==> src/rtl/seg7_scan_driver.sv <==
`default_nettype none
// ============================================================================
//  Module   : seg7_scan_driver
//  Purpose  : Time-multiplexed six-digit 7-segment scanner with per-frame
//             snapshot, inter-digit blanking, BCD decode and HH:MM colon.
//  Revision : 1.0  initial release
// ============================================================================
module seg7_scan_driver #(
    parameter int CLK_DIV      = 1000,
    parameter int BLANK_CYCLES = 50
) (
    input  logic       clk,
    input  logic       rst,
    input  logic       en,
    input  logic [6:0] hrm,
    input  logic [6:0] hrl,
    input  logic [6:0] min_m,
    input  logic [6:0] min_l,
    input  logic [6:0] sec_m,
    input  logic [6:0] sec_l,
    output logic [6:0] seg_out,
    output logic       dp_out,
    output logic [5:0] an_out,
    output logic [3:0] digit_bcd,
    output logic       digit_err,
    output logic       frame_start
);

    localparam int                 c_CNT_W      = $clog2(CLK_DIV);
    localparam logic [c_CNT_W-1:0] c_CNT_ONE    = c_CNT_W'(1);
    localparam logic [c_CNT_W-1:0] c_BLANK_LAST = c_CNT_W'(BLANK_CYCLES - 1);
    localparam logic [c_CNT_W-1:0] c_SLOT_LAST  = c_CNT_W'(CLK_DIV - 1);

    localparam logic [1:0] c_LOAD  = 2'd0;
    localparam logic [1:0] c_BLANK = 2'd1;
    localparam logic [1:0] c_ON    = 2'd2;

    localparam logic [6:0] c_SEG_OFF  = 7'h7F;
    localparam logic [6:0] c_SEG_DASH = 7'b1111110;

    logic [1:0]         r_state;
    logic [2:0]         r_idx;
    logic [c_CNT_W-1:0] r_cnt;
    logic [6:0]         r_shadow [6];

    logic [4:0]         w_cur_dec;
    logic [4:0]         w_sec_dec;
    logic               w_colon;

    // Returns {illegal, bcd}; illegal patterns report bcd = F.
    function automatic logic [4:0] f_decode(input logic [6:0] pat);
        logic [4:0] res;
        case (pat)
            7'b0000001: res = 5'h00;
            7'b1001111: res = 5'h01;
            7'b0010010: res = 5'h02;
            7'b0000110: res = 5'h03;
            7'b1001100: res = 5'h04;
            7'b0100100: res = 5'h05;
            7'b0100000: res = 5'h06;
            7'b0001111: res = 5'h07;
            7'b0000000: res = 5'h08;
            7'b0000100: res = 5'h09;
            default:    res = 5'h1F;
        endcase
        return res;
    endfunction

    assign w_cur_dec = f_decode(r_shadow[r_idx]);
    assign w_sec_dec = f_decode(r_shadow[5]);
    // Colon lit on the two separator digits only while the seconds are even.
    assign w_colon   = ((r_idx == 3'd1) || (r_idx == 3'd3)) && !w_sec_dec[4] && !w_sec_dec[0];

    always_ff @(posedge clk) begin
        if (rst) begin
            r_state     <= c_LOAD;
            r_idx       <= 3'd0;
            r_cnt       <= '0;
            for (int i = 0; i < 6; i++) r_shadow[i] <= c_SEG_OFF;
            seg_out     <= c_SEG_OFF;
            an_out      <= 6'h3F;
            dp_out      <= 1'b1;
            digit_bcd   <= 4'h0;
            digit_err   <= 1'b0;
            frame_start <= 1'b0;
        end else if (!en) begin
            seg_out     <= c_SEG_OFF;
            an_out      <= 6'h3F;
            dp_out      <= 1'b1;
            digit_err   <= 1'b0;
            frame_start <= 1'b0;
        end else begin
            seg_out     <= c_SEG_OFF;
            an_out      <= 6'h3F;
            dp_out      <= 1'b1;
            digit_err   <= 1'b0;
            frame_start <= 1'b0;
            case (r_state)
                c_LOAD: begin
                    r_shadow[0] <= hrm;
                    r_shadow[1] <= hrl;
                    r_shadow[2] <= min_m;
                    r_shadow[3] <= min_l;
                    r_shadow[4] <= sec_m;
                    r_shadow[5] <= sec_l;
                    frame_start <= 1'b1;
                    // LOAD occupies the first blanking cycle of slot 0.
                    r_cnt       <= c_CNT_ONE;
                    r_state     <= (BLANK_CYCLES == 1) ? c_ON : c_BLANK;
                end
                c_BLANK: begin
                    r_cnt <= r_cnt + c_CNT_ONE;
                    if (r_cnt == c_BLANK_LAST) r_state <= c_ON;
                end
                c_ON: begin
                    an_out    <= ~(6'b000001 << r_idx);
                    seg_out   <= w_cur_dec[4] ? c_SEG_DASH : r_shadow[r_idx];
                    digit_bcd <= w_cur_dec[3:0];
                    digit_err <= w_cur_dec[4];
                    dp_out    <= !w_colon;
                    if (r_cnt == c_SLOT_LAST) begin
                        r_cnt <= '0;
                        if (r_idx == 3'd5) begin
                            r_idx   <= 3'd0;
                            r_state <= c_LOAD;
                        end else begin
                            r_idx   <= r_idx + 3'd1;
                            r_state <= c_BLANK;
                        end
                    end else begin
                        r_cnt <= r_cnt + c_CNT_ONE;
                    end
                end
                default: r_state <= c_LOAD;
            endcase
        end
    end

endmodule
`default_nettype wire

==> config.mk <==
export PLATFORM = sky130hd
export DESIGN_NAME = seg7_scan_driver
export DESIGN_NICKNAME = d
export VERILOG_FILES = /design/src/rtl/seg7_scan_driver.sv
export SDC_FILE = /design/constraint.sdc
export NUM_CORES = 1
export LEC_CHECK = 0
export ABC_AREA = 1
export BUFFER_PORTS_ARGS = -buffer_cell sky130_fd_sc_hd__clkbuf_2
export CAP_MARGIN = 5
export CORE_ASPECT_RATIO = 0.7
export CORE_MARGIN = 8
export CORE_UTILIZATION = 40
export CTS_BUF_LIST = sky130_fd_sc_hd__clkbuf_8
export DETAILED_ROUTE_END_ITERATION = 6
export PLACE_DENSITY = 0.62
export RECOVER_POWER = 100
export SLEW_MARGIN = 20
export SYNTH_ARGS = -nofsm -noshare
export SYNTH_HDL_FRONTEND = slang
export SYNTH_SLANG_ARGS = --single-unit
==> constraint.sdc <==
create_clock -name clk -period 4.35 [get_ports clk]
set_input_delay 0.87 -clock clk [delete_from_list [all_inputs] [get_ports clk]]
set_output_delay 0.87 -clock clk [all_outputs]
set_load 0.01 [all_outputs]
Word-level counts from Yosys, hierarchy flattened. Memory sizes are Yosys's and may differ from the RTL's. A register that Yosys moved wholly into a read port is not among the register bits. Index checks and enable logic that the tools add are counted.

Add/sub/neg operators: 2. Equal/unequal tests: 27. Shifts and indexed selects: 1. Mux-type cells: 24. Bitwise operators: 9. Reductions and logical operators: 16.

Operators by type and width (count): $pmux 5 s10 (2); $mux 7 (6); $pmux 10 s3 (1); $eq 7x3->1 const B (4); $eq 7x6->1 const B (4); $eq 7x7->1 const B (4); $eq 7x1->1 const B (2); $eq 7x4->1 const B (2); $eq 7x5->1 const B (2); $logic_not 7->1 (2); $add 10x1->10 const B (1); $eq 10x10->1 const B (1); $eq 10x6->1 const B (1); $mux 10 (1); $mux 3 (3); $mux 1 (8); $not 6->6 (1); $or 1x1->1 (6); $pmux 2 s3 (1); $reduce_and 3->1 (2); $shl 1x3->6 const A (1); $mux 2 (2); $ne 2x2->1 const B (2); $reduce_and 2->1 (2); other kinds (14) (18).

Register bits: 35. RAM bits: 42. Input bits: 45. Output and inout bits: 20. Logic and storage cells: 90. Memories kept: 1.

Memory list: r_shadow (words 6, bits a word 7, rd ports 2, clocked after Yosys merged registers in 1, write ports 6, line 44) `logic [6:0] r_shadow [6];`.

Depth between registers and ports, before layout. An unclocked memory read counts as a cell.

Word-level depth: 7. Mapped depth: 15. Depth with buffers taken out: 14.

Worst setup path before layout. No wires, ideal clock.

Kind: input -> register. From: in en. To: mem r_shadow[0][0] (enable). Setup time: 0.500 ns. Arrival time: 3.933 ns. Required time: 3.850 ns. Setup slack: -0.082 ns. Stages: 2. Path buffers: 0. Path through: inv_1 > o21ai_0.

RTL lines: from (decl) (line 14) `input logic en,`; to (decl) (line 44).

==> flow_metrics.py <==
metrics = {
    "power_and_ir_drop": {
        "leakage_uw": 0.00196,
        "p_total_uw": 1600,
        "combPwrFrac_pct": 8.9,
        "p_int_uw": 1230,
        "clkPwrFrac_pct": 38.1,
        "peakVddDrop_v": 0.000173,
        "swShare_pct": 22.9,
        "p_switching_uw": 366,
        "power_density_nw_per_um2": 356,
        "seqPwrFrac_pct": 53.0,
    },
    "placed_design": {
        "place_ws_ns": 1.90,
        "portBuffers": 64,
        "dpl.hpwl_mm": 6.50,
        "gp_congestion": 0.818,
        "placed_cells": 655,
    },
    "floorplanning": {
        "core-area_um2": 9610,
        "initial_core_util_pct": 40.6,
        "num_rows": 30,
        "boundaryPins": 65,
        "dieArea_um2": 13200,
        "fp.dieH_um": 98.6,
        "die_w_um": 134,
    },
    "run_status": {
        "failed_checks": "max-capacitance violations, max-slew violations",
        "outcome": "finished, violations left",
    },
    "final_layout": {
        "num-fill-cells": 986,
        "n_antenna_cell": 0,
        "nets": 590,
        "synthToLayoutAreaGrowth_pct": 14.8,
        "finalNonFillerCells": 671,
        "drive_gt1_share_pct": 16.2,
    },
    "yosys": {
        "avgSynthCellArea_um2": 8.25,
        "synth_top_area_share_pct": 32.3,
        "synthCells": 473,
        "yosys_register_bits": 80,
        "yosys.cell_types.count": 37,
        "ys.warnings.count": 0,
        "synth_seq_area_share_pct": 51.8,
        "synth_largest_area_cell": "edfxtp_1",
        "synth_area_um2": 3900,
        "synth_fp_nets": 525,
        "synth_area_leaders": "edfxtp_1 32%, dfxtp_1 19%, nand2_1 14%, inv_1 7.4%, nand3_1 3.8%",
    },
    "drt": {
        "drt_first_pass_iters": 5,
        "routed_wl_mm": 8.63,
        "vias_per_cell": 4.66,
        "route.detailed.drc": 0,
        "wl_per_cell_um": 12.9,
        "drt_iter0_drc": 226,
        "num_vias": 3130,
        "ant_nets": 0,
    },
    "worst_hold_path": {
        "worst_hold_path.num_cells": 1,
        "hold_end": "an_out[4]",
        "hold_start": "r_idx[2]",
        "hold_path.class": "reg -> reg",
    },
    "clocking": {
        "cts_hold_buf": 0,
        "cts_made_buffers": 9,
        "clk-insertion-delay-late_ns": 0.36,
        "h-tree-depth": 3,
        "numClockSinks": 80,
        "cts_root_buf": "clkbuf_8",
        "post_cts.repair.setup_buffers": 0,
        "cts_tree": "built",
        "clkSlewWorstSetupHoldPaths_ns": 0.07,
        "post_cts_resized": 0,
        "clock_path_buffers": 2,
    },
    "timing": {
        "fin_skew_ns": 0.0171,
        "timing.final.ws_setup_ns": 1.27,
        "fmax_mhz": 325,
        "worst_pin_slew_ns": 2.20,
        "setup_viol": 0,
        "finalCriticalPeriod_ns": 3.08,
        "fin_crit_sh_pct": 70.8,
        "rsz0062_at_grt": "no",
        "relSlewSlack_pct": -46.5,
        "slew_violations": 87,
        "final-hold-violation-count": 0,
        "final.setup.tns_ns": 0,
    },
    "grt": {
        "met1_usage_pct": 18.0,
        "gr-usage-met3_pct": 4.17,
        "grt_overflow": 0,
        "gr-usage-met2_pct": 20.1,
        "top_usage_layer": "met2",
        "grt_max_degree": 44,
        "antenna_found_initial": 0,
        "first_global_vias": 3118,
        "grt_usage_pct": 13.7,
        "grt_first_pass_wirelength_mm": 14.6,
    },
    "setup_path": {
        "cp.arrival_ns": 3.01,
        "critPathLaunchType": "primary input",
        "ff2ff_setup_slack_ns": 1.43,
        "cp-end-kind": "register",
        "r2r_cells": 5,
        "r2r-end": "r_shadow[5][3]",
        "setup.worst_path.class": "in -> reg",
        "cp_max_fo": 42,
        "rr_startpoint": "r_state[1]",
        "required_ns": 4.28,
    },
    "job": {
        "cap_violations": 2,
    },
}
cell type report:
class                   instances  area, um^2  area share (%)
inverters                      82         308            6.87
clock buffers                  11         151            3.38
flip-flops and latches         80        2020            45.1
multi-input cells             297        1460            32.5
clock inverters                 5        72.6            1.62
repair buffers                 68         312            6.95
well taps                     128         160            3.57
routing by layer:
layer	wire length (um)	share of wire [%]
met1	4320	50
met2	3720	43
met3	436	5.1
met4	148	1.7
met5	0	0
placed cells by master (no fill, tap or decap), types with 2 or more instances in the layout:
cell	netlist	routed
o211ai_2	2	2
bufinv_16	0	2
a21oi_2	4	4
a21oi_1	10	10
dfxtp_1	38	38
edfxtp_1	42	42
ha_1	7	7
o21ai_0	17	17
clkbuf_2	0	42
nor4_1	1	2
nor2_1	29	30
nand4_1	6	6
clkbuf_8	0	11
nand3_2	7	6
nand2_1	144	145
inv_2	5	4
nor3_1	6	6
nor2_2	4	4
inv_1	77	80
nand3_1	30	31
clkbuf_1	6	25
a221oi_1	2	2
o21ai_1	2	2
nand2_2	9	8
o211ai_1	6	6
power by group through the flow:
stage               clock (uW)  sequential [uW]  combinational [uW]
floorplan                    0              861                92.1
global placement             0              860                 146
detailed placement           0              861                 149
CTS                        619              844                 150
global route               648              849                 163
finish                     609              845                 142
critical path, stage by stage:
cell,delay (ns)
clkbuf_1,0.15
inv_1,0.21
o21ai_0,0.16
clkbuf_1,1.59
synth_stat cells, drive strengths merged:
master	count
a221oi	2
nor3b	1
a31oi	1
dfxtp	38
o21ai	20
edfxtp	42
nand2	153
o2111ai	1
nand3	37
xor2	1
a21o	1
ha	7
inv	82
a21oi	14
o211ai	8
buf	7
or2	1
nor3	6
nor4	2
nor2	35
clkbuf	7
nand4	6
a211oi	1
sequential cells by signal, summed over array words and instances, names as in the netlist, named ones only:
signal / flops
an_out: 6
digit_bcd: 4
digit_err: 1
dp_out: 1
frame_start: 1
r_cnt: 10
r_idx: 3
r_shadow: 42
r_state: 2
seg_out: 7
logic make-up after synthesis:
kind of cell	share of synthesized area, %
AO/OA/AOI/OAI	7.86
XOR/XNOR	0.224
adder cells (fa/ha/maj)	2.24
buffers and inverters	10.4
flip-flops	51.8
AND/OR/NAND/NOR	27.5
worst max path at each step:
stage | startpoint | cells after the start | slack [ns] | endpoint
2_1_floorplan | en | 2 | 1.06 | r_shadow[0][0]
4_1_cts | register | 13 | 1.86 | seg_out[3]
6_report | rst | 4 | 1.27 | r_shadow[5][3]
3_5_place_dp | register | 13 | 1.90 | seg_out[3]
3_3_place_gp | register | 13 | 1.91 | seg_out[3]
5_1_grt | rst | 4 | 0.99 | r_shadow[0][1]
per-stage QoR:
| step | util (%) | hold slack, ns | cell area, um^2 |
|---|---|---|---|
| 2_1_floorplan | - | 0.406 | 3900 |
| 3_3_place_gp | 45.1 | 0.445 | 4330 |
| 3_5_place_dp | 45.1 | 0.425 | 4330 |
| 4_1_cts | 47.4 | 0.450 | 4560 |
| 5_1_grt | 46.6 | 0.478 | 4480 |
| 6_report | 46.6 | 0.444 | 4480 |
Power figures use the tool's default switching activity.
